[src/rtl/cla_arb_seq.sv]
// cla_arb_seq: two-requester, round-robin arbitrated 64-bit add/subtract unit.
// One 32-bit carry-lookahead adder is time-shared: the low word is computed in
// the LO cycle, the high word in the HI cycle using the registered low carry.
//
// Ports:
//   clk, rst_n            clock, asynchronous active-low reset
//   req0/sub0/a0/b0       requester 0 request, op select (1 = A-B), operands
//   req1/sub1/a1/b1       requester 1 equivalents
//   gnt[1:0]              one-hot grant pulse (asserted in the LO cycle)
//   busy                  high in every state except IDLE
//   done                  one-cycle pulse qualifying result/c_out/ovf/done_id
//   done_id               requester that owns the current result
//   result[63:0]          sum or difference, modulo 2^64
//   c_out                 carry out of bit 63 (subtract: 1 = no borrow)
//   ovf                   signed two's-complement overflow

// 32-bit carry-lookahead adder: 4-bit lookahead groups, group carries
// chained through group generate/propagate terms.
module cla_arb_seq_cla32 (
    input  logic [31:0] a,
    input  logic [31:0] b,
    input  logic        cin,
    output logic [31:0] sum,
    output logic        cout
);
    logic [31:0] g;
    logic [31:0] p;
    logic [32:0] c;
    logic [7:0]  gg;
    logic [7:0]  pg;

    always_comb begin
        g  = a & b;
        p  = a ^ b;
        c  = '0;
        gg = '0;
        pg = '0;
        c[0] = cin;
        for (int k = 0; k < 8; k++) begin
            // Every in-group carry is derived directly from the group carry-in.
            c[4*k+1] = g[4*k] | (p[4*k] & c[4*k]);
            c[4*k+2] = g[4*k+1] | (p[4*k+1] & g[4*k])
                     | (p[4*k+1] & p[4*k] & c[4*k]);
            c[4*k+3] = g[4*k+2] | (p[4*k+2] & g[4*k+1])
                     | (p[4*k+2] & p[4*k+1] & g[4*k])
                     | (p[4*k+2] & p[4*k+1] & p[4*k] & c[4*k]);
            gg[k]    = g[4*k+3] | (p[4*k+3] & g[4*k+2])
                     | (p[4*k+3] & p[4*k+2] & g[4*k+1])
                     | (p[4*k+3] & p[4*k+2] & p[4*k+1] & g[4*k]);
            pg[k]    = &p[4*k +: 4];
            c[4*k+4] = gg[k] | (pg[k] & c[4*k]);
        end
        sum  = p ^ c[31:0];
        cout = c[32];
    end
endmodule

module cla_arb_seq (
    input  logic        clk,
    input  logic        rst_n,
    input  logic        req0,
    input  logic        sub0,
    input  logic [63:0] a0,
    input  logic [63:0] b0,
    input  logic        req1,
    input  logic        sub1,
    input  logic [63:0] a1,
    input  logic [63:0] b1,
    output logic [1:0]  gnt,
    output logic        busy,
    output logic        done,
    output logic        done_id,
    output logic [63:0] result,
    output logic        c_out,
    output logic        ovf
);
    typedef enum logic [1:0] {S_IDLE, S_LO, S_HI, S_DONE} state_t;

    state_t      state_q,   state_d;
    logic [1:0]  gnt_q,     gnt_d;
    logic        busy_q,    busy_d;
    logic        done_q,    done_d;
    logic        done_id_q, done_id_d;
    logic [63:0] result_q,  result_d;
    logic        c_out_q,   c_out_d;
    logic        ovf_q,     ovf_d;
    logic        carry_q,   carry_d;
    logic        last_q,    last_d;
    logic        id_q,      id_d;
    // Operand/datapath registers: written only on grant or in LO, no reset.
    logic [63:0] a_q,       a_d;
    logic [63:0] bx_q,      bx_d;
    logic        sub_q,     sub_d;
    logic [31:0] lo_q,      lo_d;

    logic        win1;
    logic        win_sub;
    logic [31:0] add_a;
    logic [31:0] add_b;
    logic        add_cin;
    logic [31:0] add_sum;
    logic        add_cout;

    function automatic logic ovf_fn(input logic a_msb, input logic b_msb,
                                    input logic s_msb);
        return (a_msb == b_msb) && (s_msb != a_msb);
    endfunction

    // Requester 1 wins when alone, or on a tie when requester 0 was granted last.
    assign win1    = req1 & (~req0 | ~last_q);
    assign win_sub = win1 ? sub1 : sub0;

    // Adder operand steering: high word in HI, low word otherwise.
    assign add_a   = (state_q == S_HI) ? a_q[63:32]  : a_q[31:0];
    assign add_b   = (state_q == S_HI) ? bx_q[63:32] : bx_q[31:0];
    assign add_cin = (state_q == S_HI) ? carry_q     : sub_q;

    cla_arb_seq_cla32 u_cla (
        .a    (add_a),
        .b    (add_b),
        .cin  (add_cin),
        .sum  (add_sum),
        .cout (add_cout)
    );

    always_comb begin
        state_d   = state_q;
        gnt_d     = 2'b00;
        busy_d    = busy_q;
        done_d    = 1'b0;
        done_id_d = done_id_q;
        result_d  = result_q;
        c_out_d   = c_out_q;
        ovf_d     = ovf_q;
        carry_d   = carry_q;
        last_d    = last_q;
        id_d      = id_q;
        a_d       = a_q;
        bx_d      = bx_q;
        sub_d     = sub_q;
        lo_d      = lo_q;
        case (state_q)
            S_IDLE: begin
                if (req0 | req1) begin
                    a_d     = win1 ? a1 : a0;
                    // B is stored already inverted for subtract (A + ~B + 1).
                    bx_d    = win_sub ? ~(win1 ? b1 : b0) : (win1 ? b1 : b0);
                    sub_d   = win_sub;
                    id_d    = win1;
                    last_d  = win1;
                    gnt_d   = win1 ? 2'b10 : 2'b01;
                    busy_d  = 1'b1;
                    state_d = S_LO;
                end
            end
            S_LO: begin
                lo_d    = add_sum;
                carry_d = add_cout;
                state_d = S_HI;
            end
            S_HI: begin
                result_d  = {add_sum, lo_q};
                c_out_d   = add_cout;
                ovf_d     = ovf_fn(a_q[63], bx_q[63], add_sum[31]);
                done_id_d = id_q;
                done_d    = 1'b1;
                state_d   = S_DONE;
            end
            S_DONE: begin
                busy_d  = 1'b0;
                state_d = S_IDLE;
            end
            default: begin
                busy_d  = 1'b0;
                state_d = S_IDLE;
            end
        endcase
    end

    always_ff @(posedge clk or negedge rst_n) begin
        if (!rst_n) begin
            state_q   <= S_IDLE;
            gnt_q     <= 2'b00;
            busy_q    <= 1'b0;
            done_q    <= 1'b0;
            done_id_q <= 1'b0;
            result_q  <= '0;
            c_out_q   <= 1'b0;
            ovf_q     <= 1'b0;
            carry_q   <= 1'b0;
            last_q    <= 1'b1;
            id_q      <= 1'b0;
        end else begin
            state_q   <= state_d;
            gnt_q     <= gnt_d;
            busy_q    <= busy_d;
            done_q    <= done_d;
            done_id_q <= done_id_d;
            result_q  <= result_d;
            c_out_q   <= c_out_d;
            ovf_q     <= ovf_d;
            carry_q   <= carry_d;
            last_q    <= last_d;
            id_q      <= id_d;
        end
    end

    always_ff @(posedge clk) begin
        a_q   <= a_d;
        bx_q  <= bx_d;
        sub_q <= sub_d;
        lo_q  <= lo_d;
    end

    assign gnt     = gnt_q;
    assign busy    = busy_q;
    assign done    = done_q;
    assign done_id = done_id_q;
    assign result  = result_q;
    assign c_out   = c_out_q;
    assign ovf     = ovf_q;
endmodule

[config.mk]
export PLATFORM = sky130hd
export DESIGN_NAME = cla_arb_seq
export DESIGN_NICKNAME = d
export VERILOG_FILES = /design/src/rtl/cla_arb_seq.sv
export SDC_FILE = /design/constraint.sdc
export NUM_CORES = 1
export LEC_CHECK = 0
export CAP_MARGIN = 20
export CORE_ASPECT_RATIO = 1.75
export CORE_MARGIN = 3
export CORE_UTILIZATION = 61
export CTS_BUF_LIST = sky130_fd_sc_hd__clkbuf_4
export DETAILED_ROUTE_END_ITERATION = 10
export DONT_BUFFER_PORTS = 1
export HOLD_SLACK_MARGIN = 0.02
export PLACE_DENSITY = 0.88
export SYNTH_ARGS = -nofsm -noshare
export SYNTH_HDL_FRONTEND = slang
export SYNTH_SLANG_ARGS = --single-unit
[constraint.sdc]
create_clock -name clk -period 4.8 [get_ports clk]
set_input_delay 0.96 -clock clk [delete_from_list [all_inputs] [get_ports clk]]
set_output_delay 0.96 -clock clk [all_outputs]
set_load 0.02 [all_outputs]
# Yosys cells after proc, flatten, opt, wreduce, memory -nomap -nowiden
# Cells that the tools add are included.
dict set report classes {
  n_eq_ne 6
  n_bitwise 209
  n_mux 15
  n_reduce_logical 13
}
# op count
set op_table {}
lappend op_table {{64-bit two-way mux} 3}
lappend op_table {{1-bit bitwise AND} 121}
lappend op_table {{1-bit OR} 82}
lappend op_table {{32-bit two-way mux} 2}
lappend op_table {{64-bit NOT} 1}
lappend op_table {{32-bit XOR} 2}
lappend op_table {{32-bit bitwise AND} 1}
lappend op_table {{4-bit AND reduction} 8}
lappend op_table {{2-bit two-way mux} 4}
lappend op_table {{2-bit case mux with 4 select lines} 1}
lappend op_table {{2-bit equality test, second input constant} 2}
lappend op_table {{1-bit two-way mux} 4}
lappend op_table {{2-bit AND reduction} 2}
lappend op_table {{2-bit by 1-bit equality test with 1-bit output, second input constant} 1}
lappend op_table {{2-bit logical NOT} 1}
lappend op_table {{2-bit != test, second input constant} 1}
lappend op_table {{1-bit NOT} 2}
lappend op_table {{1-bit case mux with 2 select lines} 1}
lappend op_table {{2-bit nonzero test} 1}
lappend op_table {{1-bit equality test} 1}
lappend op_table {{1-bit logical AND} 1}
lappend op_table {{1-bit != test} 1}
dict set report totals {
  inputBits 262
  ff_bits 237
  word_cells 258
  output_inout_bits 71
}

# Longest topological paths before layout
# Gate-level depths: netlist (run 1).
dict set report logic_depth {
  ltp_word 25
  depth_mapped 17
  depth_no_buf 14
}

# Cells and area by module
# A second synthesis (run 1) with hierarchy kept.
dict set report unflattened {
  cells_unflattened 848
  area_unflattened_um2 12490.7
}
# mod cells_each seq_area_each_um2 area_each_um2 n_inst
set modules_own_cells {}
lappend modules_own_cells {cla_arb_seq 694 6737.7 11162.0 1}
lappend modules_own_cells {cla_arb_seq_cla32 154 0.0 1328.8 1}

# Worst setup path after synthesis (run 1)
# No wires, ideal clock.
dict set report synth_timing {
  path_kind {register to register}
  from {register state_q[0]}
  to {register result_q[63] (netlist: result[63])}
  synth_period_minus_slack_ps 4396
  n_path_buf 3
  setup_time_ps 125
  path_stages_with_launch 17
  setup_slack_ps 404
  t_arrival_ps 4271
  t_required_ps 4675
  path_cell_list {dfrtp_1 inv_1 ha_1 buf_6 clkbuf_1 clkbuf_1 mux2_2 ha_1 a211oi_1 nor2_1 a211oi_1 a21oi_1 or3_4 and3_4 or4_4 and2_4 mux2_4}
}
dict set report synth_between {
  elab_chain_cells 23
  elab_cells_between_ends 92
  cone_classes {eq/ne (1); mux (3); bitwise (81); reduce/logical (7)}
}
# element line
set synth_rtl {}
lappend synth_rtl {{start, declared} 79} ;# state_t state_q, state_d;
lappend synth_rtl {{start signal, assigned} 194} ;# state_q <= state_d;
lappend synth_rtl {{2-bit equality test *} {114, 115, 116}}
lappend synth_rtl {{32-bit two-way mux, on equally long branches} {114, 115}}
lappend synth_rtl {{32-bit XOR or 32-bit bitwise AND (tied branches)} {34, 33}}
lappend synth_rtl {{1-bit bitwise AND, on equally long branches} {47, 48, 49}}
lappend synth_rtl {{1-bit OR, or another cell as far along} 47} ;# gg[k] = g[4*k+3] | (p[4*k+3] & g[4*k+2])
lappend synth_rtl {{1-bit OR or 1-bit bitwise AND (tied branches)} {48, 49}}
lappend synth_rtl {{1-bit OR} 49} ;# | (p[4*k+3] & p[4*k+2] & p[4*k+1] & g[4*k]);
lappend synth_rtl {{1-bit OR} 51} ;# c[4*k+4] = gg[k] | (pg[k] & c[4*k]);
lappend synth_rtl {{[8 not listed]} --}
lappend synth_rtl {{1-bit bitwise AND} 51}
lappend synth_rtl {{1-bit OR} 51}
lappend synth_rtl {{1-bit bitwise AND} 51}
lappend synth_rtl {{1-bit OR} 51}
lappend synth_rtl {{1-bit bitwise AND} 46} ;# | (p[4*k+2] & p[4*k+1] & p[4*k] & c[4*k]);
lappend synth_rtl {{1-bit OR} 46}
lappend synth_rtl {{32-bit XOR *} 53} ;# sum = p ^ c[31:0];
lappend synth_rtl {{via add_sum[31]} 101} ;# logic [31:0] add_sum;
lappend synth_rtl {{end signal, assigned} 199} ;# result_q <= result_d;
lappend synth_rtl {{end, declared} 84} ;# logic [63:0] result_q, result_d;
# The timed path passes the listed nets; every way through them passes the cells marked *.
# A chain may end at the register's enable or synchronous reset.

# Final worst setup path (run 1)
# Same ends and word-level chain as after synthesis.

==> impl_metrics.json, run 1 <==
{
  "seq_area_frac_synth": 0.5665,
  "clkLatencyLatePin_ns": 0.65,
  "multi_input_area_mm2": 0.004923,
  "pin_count": 333,
  "fin_crit_sh": 0.8950,
  "coreArea_mm2": 0.01911,
  "clockBufferDepth": 3,
  "critPathLaunchType": "register",
  "avgSynthCellArea_um2": 14.59,
  "worst_slew_pin_slew_ns": 1.018,
  "cp_slowest_cell": "or4_4",
  "wire_per_inst_um": 22.53,
  "timing.hold.ws_ns": 0.1638,
  "ys_warn_count": 0,
  "synth_xor_area_frac": 0.06260,
  "synth_top_cell_area_share": 0.4065,
  "synthAdderAreaFrac": 0.05134,
  "crit_chain": "inv_1, ha_4, mux2_2, ha_1, a211oi_1, nor2_1, a211oi_1, a21oi_1, or3_4, and3_4, or4_4, and2_4, mux2_4",
  "p_int_mw": 6.326,
  "row_count": 67,
  "synthFlopType": "edfxtp_1",
  "path_clk_slew_ns": 0.08,
  "skew_ns": 0.02587,
  "die_x_um": 111.6,
  "finalSetupViolCount": 0,
  "synth-seq-cells": 237,
  "first_iter_violations": 373,
  "antenna_found_initial": 1,
  "path_common_cell": "a211oi_1",
  "comb_power_share": 0.431,
  "hold_path_class": "input port to async pin",
  "synthArstFlopShare": 0.3207,
  "syn_area_mm2": 0.01189,
  "finalHoldViolations": 0,
  "synthToLayoutAreaGrowth_pct": 9.395,
  "seqCellArea_mm2": 0.006738,
  "synth-simple-area-share": 0.02546,
  "yosysMostFrequentCell": "mux2_2",
  "p_sw_frac": 0.3905,
  "cp.arrival_ns": 4.83,
  "critPathMaxFanout": 21,
  "cp-end-kind": "register",
  "dieArea_mm2": 0.02127,
  "drive_above_1_share": 0.3378,
  "grt_overflow": 0,
  "postRouteAntennaNets": 0,
  "routed-via-count": 6616,
  "synth_cell_types": 44,
  "grt_pass1_wl_mm": 38.50,
  "port_buffers": 0,
  "cts_setup_buffers": 0,
  "cts-buffers-inserted": 53,
  "reg2reg_depth": 13,
  "cts_tree": "built",
  "fmax_mhz": 232.8,
  "yosys-top-cells-area": "edfxtp_1 (41%), mux2_2 (17%), dfrtp_1 (16%), mux2i_1 (6.1%), xor2_1 (5.3%)",
  "routed_wl_mm": 25.46,
  "drv_slew": 0,
  "fp.dieH_um": 190.7,
  "nets": 1149,
  "synth_edf_count": 161,
  "fillers": 1313,
  "clockRootBuffer": "clkbuf_4",
  "synth_commonest_cells": "mux2_2 (184), edfxtp_1 (161), dfrtp_1 (75)",
  "grt_pass1_vias": 7223,
  "drc_errors": 0,
  "vdd_drop_max_mv": 0.4518,
  "synth_compound_area_frac": 0.03398,
  "syn_nets": 1121,
  "initial_core_util": 0.6222,
  "hpwl_mm": 18.81,
  "status": "finished clean",
  "fin_crit_ns": 4.296,
  "vias_per_cell": 5.855,
  "power_frac_seq": 0.399,
  "p_clk_frac": 0.170,
  "p_switching_mw": 4.053,
  "maxCapViolCount": 0,
  "cts_sinks": 237,
  "synth_top_family_by_area": "multiplexers",
  "grt_use_total": 0.2319,
  "power_density_mw_per_mm2": 797.7,
  "maxSlewHeadroom": 0.3212,
  "synth_area_leader_cell": "edfxtp_1",
  "synth_cells": 815,
  "crit_type": "register to register",
  "htreeDepth": 2,
  "synthMuxAreaShare": 0.2373,
  "leakagePower_nw": 5.119,
  "grt_max_degree": 131,
  "cpPeakStageDelay_ns": 0.49,
  "grt_setup_unrepaired": "no",
  "finalSetupTns_ns": 0,
  "firstDrtPassIters": 4,
  "gp_congestion": 0.8510,
  "required_ns": 5.33
}
## metal layers
metal,global-route usage,vias to the layer above,part of all wire
li1,-,3085,-
met1,0.2532,3186,0.35
met2,0.4331,294,0.56
met3,0.05843,51,0.065
met4,0.08197,0,0.025
met5,0,-,0
## power groups by stage
stage	Clock, mW	Combinational, mW	Sequential (mW)
after floorplan	0	3.32	4.05
after global placement	0	4.20	4.14
after detailed placement	0	4.45	4.19
after CTS	1.80	4.49	4.16
after global routing	1.90	4.91	4.22
final	1.76	4.47	4.14
## layout make-up
cell class                      instances  share of cell area
Sequential cell                       237              0.5179
Multi-Input combinational cell        508              0.3784
Clock buffer                           79             0.04559
Tap cell                              241             0.02318
Clock inverter                         21             0.01510
Inverter                               34             0.01000
Timing Repair Buffer                    9            0.009617
Antenna cell                            1           0.0001923
## worst paths after layout
path / start / end / slack [ns]
min in group clk: lo_q[6] / result[6] / 0.48
max in group asynchronous: rst_n / result[11] / 4.27
max reg2reg: state_q[0] / result[63] / 0.50
max: state_q[0] / result[63] / 0.50
min reg2reg: lo_q[6] / result[6] / 0.48
min: rst_n / last_q / 0.16
## what timing repair did
action                    4_1_cts  5_1_grt
gates resized for setup         0        0
hold endpoints to repair       75        0
hold buffers                    1        0
## cells in the final DEF (no fill, tap or decap), types with 2 or more instances in the layout
master,count
edfxtp_1,161
a31oi_1,3
xnor2_1,13
a31o_2,2
ha_1,34
nand2_1,16
clkinv_2,7
o21bai_1,4
nand3_1,8
fa_1,8
a21oi_1,20
mux2i_1,71
buf_4,5
and2_1,2
o21a_1,2
nand2b_1,2
mux2_4,2
nor2_1,14
a211oi_1,3
dfrtp_1,75
nand4_1,4
nor3_1,2
clkinv_1,9
nor2b_1,2
xor2_1,72
clkbuf_4,79
mux2_2,184
o31ai_1,2
and3_1,3
bufinv_16,4
a21o_1,11
inv_1,33
buf_12,3
o21ai_0,9
## sequential cells by signal, summed over array words and instances (netlist names)
signal   count
sub_q        1
done_id      1
id_q         1
gnt          2
a_q         64
busy         1
carry_q      1
bx_q        64
ovf          1
done         1
last_q       1
result      64
c_out        1
state_q      2
lo_q        32
## worst max-delay path, delay by kind of cell (launching register included)
family / cells / cell delay, ns
multiplexers: 2 / 0.65
buffers and inverters: 1 / 0.14
AND/OR/NAND/NOR: 5 / 1.33
AO/OA/AOI/OAI: 3 / 0.89
adder cells (fa/ha/maj): 2 / 0.75
flip-flops: 1 / 0.41
## kinds of logic (layout without fill, tap and decap cells)
logic type,count (synthesis),count (layout)
buffers and inverters,70,143
flip-flops,237,237
AND/OR/NAND/NOR,59,59
adder cells (fa/ha/maj),44,44
other,0,1
multiplexers,258,258
XOR/XNOR,85,85
AO/OA/AOI/OAI,62,62
## per-stage QoR
step / cell area, µm² / worst slack (ns) / power (mW) / cells / util
finish: 13010 / 0.5038 / 10.38 / 1130 / 0.6807
global route: 13010 / 0.3715 / 11.03 / 1130 / 0.6807
CTS: 13010 / 0.4441 / 10.45 / 1129 / 0.6805
detailed placement: 12190 / 0.4320 / 8.647 / 1028 / 0.6378
global placement: 12190 / 0.5321 / 8.339 / 1028 / 0.6378
floorplan: 11890 / 0.4040 / 7.371 / 815 / -
Note: power is estimated with default switching activity, not from simulation.
==> run 2, diff against run 1 <==
--- a/config.mk
+++ b/config.mk
@@ -6,8 +6,8 @@
 export NUM_CORES = 1
 export LEC_CHECK = 0
 export CAP_MARGIN = 20
-export CORE_ASPECT_RATIO = 1.75
-export CORE_MARGIN = 3
+export CORE_ASPECT_RATIO = 0.7
+export CORE_MARGIN = 2
 export CORE_UTILIZATION = 61
 export CTS_BUF_LIST = sky130_fd_sc_hd__clkbuf_4
 export DETAILED_ROUTE_END_ITERATION = 10
==> run 2 against run 1 <==
Sequential share of layout area is essentially flat; critical path depth grew 2; via count grew 2.1%; final area is essentially flat; worst hold slack gained 0.017 ns; clock power shrank 9%; routed wire length grew 1.5%; largest power group unchanged; highest routed layer unchanged.
==> impl_metrics.json, run 2 (synthesis gave the netlist of run 1 again) <==
{
  "status": "finished clean",
  "gp_congestion": 0.8159,
  "grt_max_degree": 131,
  "required_ns": 5.31,
  "fillers": 1326,
  "ctsResizeCount": 0,
  "finalSetupViolCount": 0,
  "maxSlewHeadroom": 0.2805,
  "fmax_mhz": 229.8,
  "drive_above_1_share": 0.3396,
  "synthToLayoutAreaGrowth_pct": 9.458,
  "grt_setup_unrepaired": "no",
  "worst_slew_pin_slew_ns": 1.079,
  "clockRootBuffer": "clkbuf_4",
  "vdd_drop_max_mv": 0.3225,
  "nets": 1158,
  "finalHoldViolations": 0,
  "final_common_cell": "mux2_2",
  "vias_per_cell": 5.806,
  "cts-buffers-inserted": 56,
  "critPathLaunchType": "register",
  "power_density_mw_per_mm2": 786.1,
  "drc_errors": 0,
  "seqCellArea_mm2": 0.006738,
  "clockBufferDepth": 3,
  "routed_wl_mm": 25.84,
  "firstDrtPassIters": 5,
  "fin_util": 0.6843,
  "postRouteAntennaNets": 0,
  "fin_crit_sh": 0.9066,
  "fin_crit_ns": 4.352,
  "die_x_um": 170.9,
  "drv_slew": 0,
  "htreeDepth": 2,
  "grt_pass1_wl_mm": 39.57,
  "worstSetupEndpoint": "result[63]",
  "stdcell_area_mm2": 0.01302,
  "antenna_found_initial": 1,
  "crit_type": "register to register",
  "final_cell_mix": "mux2_2 (184), edfxtp_1 (161), clkbuf_4 (87)",
  "grt_overflow": 0,
  "port_buffers": 0,
  "multi_input_area_mm2": 0.004923,
  "reg2reg_depth": 15,
  "hold_path_class": "input port to async pin",
  "placed_cell_area_mm2": 0.01226,
  "pin_count": 333,
  "skew_ns": 0.03685,
  "timing.rr.end": "result[63]",
  "hpwl_mm": 19.07,
  "coreArea_mm2": 0.01902,
  "cts_setup_buffers": 0,
  "crit_path_start": "state_q[0]",
  "cts_hold_buf": 1,
  "maxCapViolCount": 0,
  "cp-end-kind": "register",
  "critPathMaxFanout": 27,
  "grt_use_total": 0.2518,
  "initial_core_util": 0.6252,
  "r2r_slack_ns": 0.45,
  "cts_sinks": 237,
  "cp.arrival_ns": 4.86,
  "dieArea_mm2": 0.02065,
  "cts_tree": "built",
  "fin_ws_ns": 0.4482,
  "fp.dieH_um": 120.8,
  "routed-via-count": 6752,
  "clkLatencyLatePin_ns": 0.65,
  "wire_per_inst_um": 22.22,
  "path_clk_slew_ns": 0.07,
  "finalSetupTns_ns": 0,
  "post-place-ws_ns": 0.4154,
  "grt_pass1_vias": 7232,
  "r2r-start": "state_q[0]",
  "first_iter_violations": 463,
  "leakagePower_nw": 5.118,
  "row_count": 42
}
## run 2: layout make-up
cell class | instances | area share
flip-flops and latches | 237 | 0.5176
inverters | 34 | 0.009996
clock inverters | 17 | 0.005383
diodes | 1 | 0.0001922
repair buffers | 15 | 0.01307
well taps | 264 | 0.02537
clock buffers | 87 | 0.05017
multi-input cells | 508 | 0.3782
## run 2: per-layer routing
layer / up-vias / GRT usage / wire length, µm
li1: 3101 / - / -
met1: 3293 / 0.3190 / 10400
met2: 308 / 0.4147 / 12640
met3: 50 / 0.07889 / 2272
met4: 0 / 0.08210 / 526
met5: - / 0 / 0
## run 2: worst min-delay path by stage
stage               startpoint         end  slack, ns
floorplan                 id_q        id_q       0.44
global placement      lo_q[15]  result[15]       0.46
detailed placement    lo_q[21]  result[21]       0.47
CTS                      rst_n      last_q       0.13
global route             rst_n      last_q       0.12
finish                   rst_n      last_q       0.18
## run 2: through the flow
stage                     instances  power, mW  hold WS [ns]
after global placement         1057      8.389        0.4561
final                          1163      10.23        0.1813
after floorplan                 815      7.371        0.4437
after global routing           1163      10.94        0.1192
after detailed placement       1057      8.668        0.4669
after CTS                      1162      10.31        0.1331
## run 2: power breakdown
part / internal, mW / switching, mW
registers: 3.38 / 0.784
clock network: 0.826 / 0.782
logic: 1.99 / 2.47
total: 6.19 / 4.04
## run 2: critical path, stage by stage, from the launching register on
cell      delay [ns]
dfrtp_1         0.41
inv_1           0.15
ha_4            0.42
buf_12          0.25
buf_4           0.22
mux2_2          0.35
ha_1            0.37
a21oi_1         0.18
o21ai_0         0.15
nand2b_1        0.14
o21ai_0         0.10
or3_4           0.40
and3_4          0.17
or4_4           0.49
and2_4          0.18
mux2_4          0.25
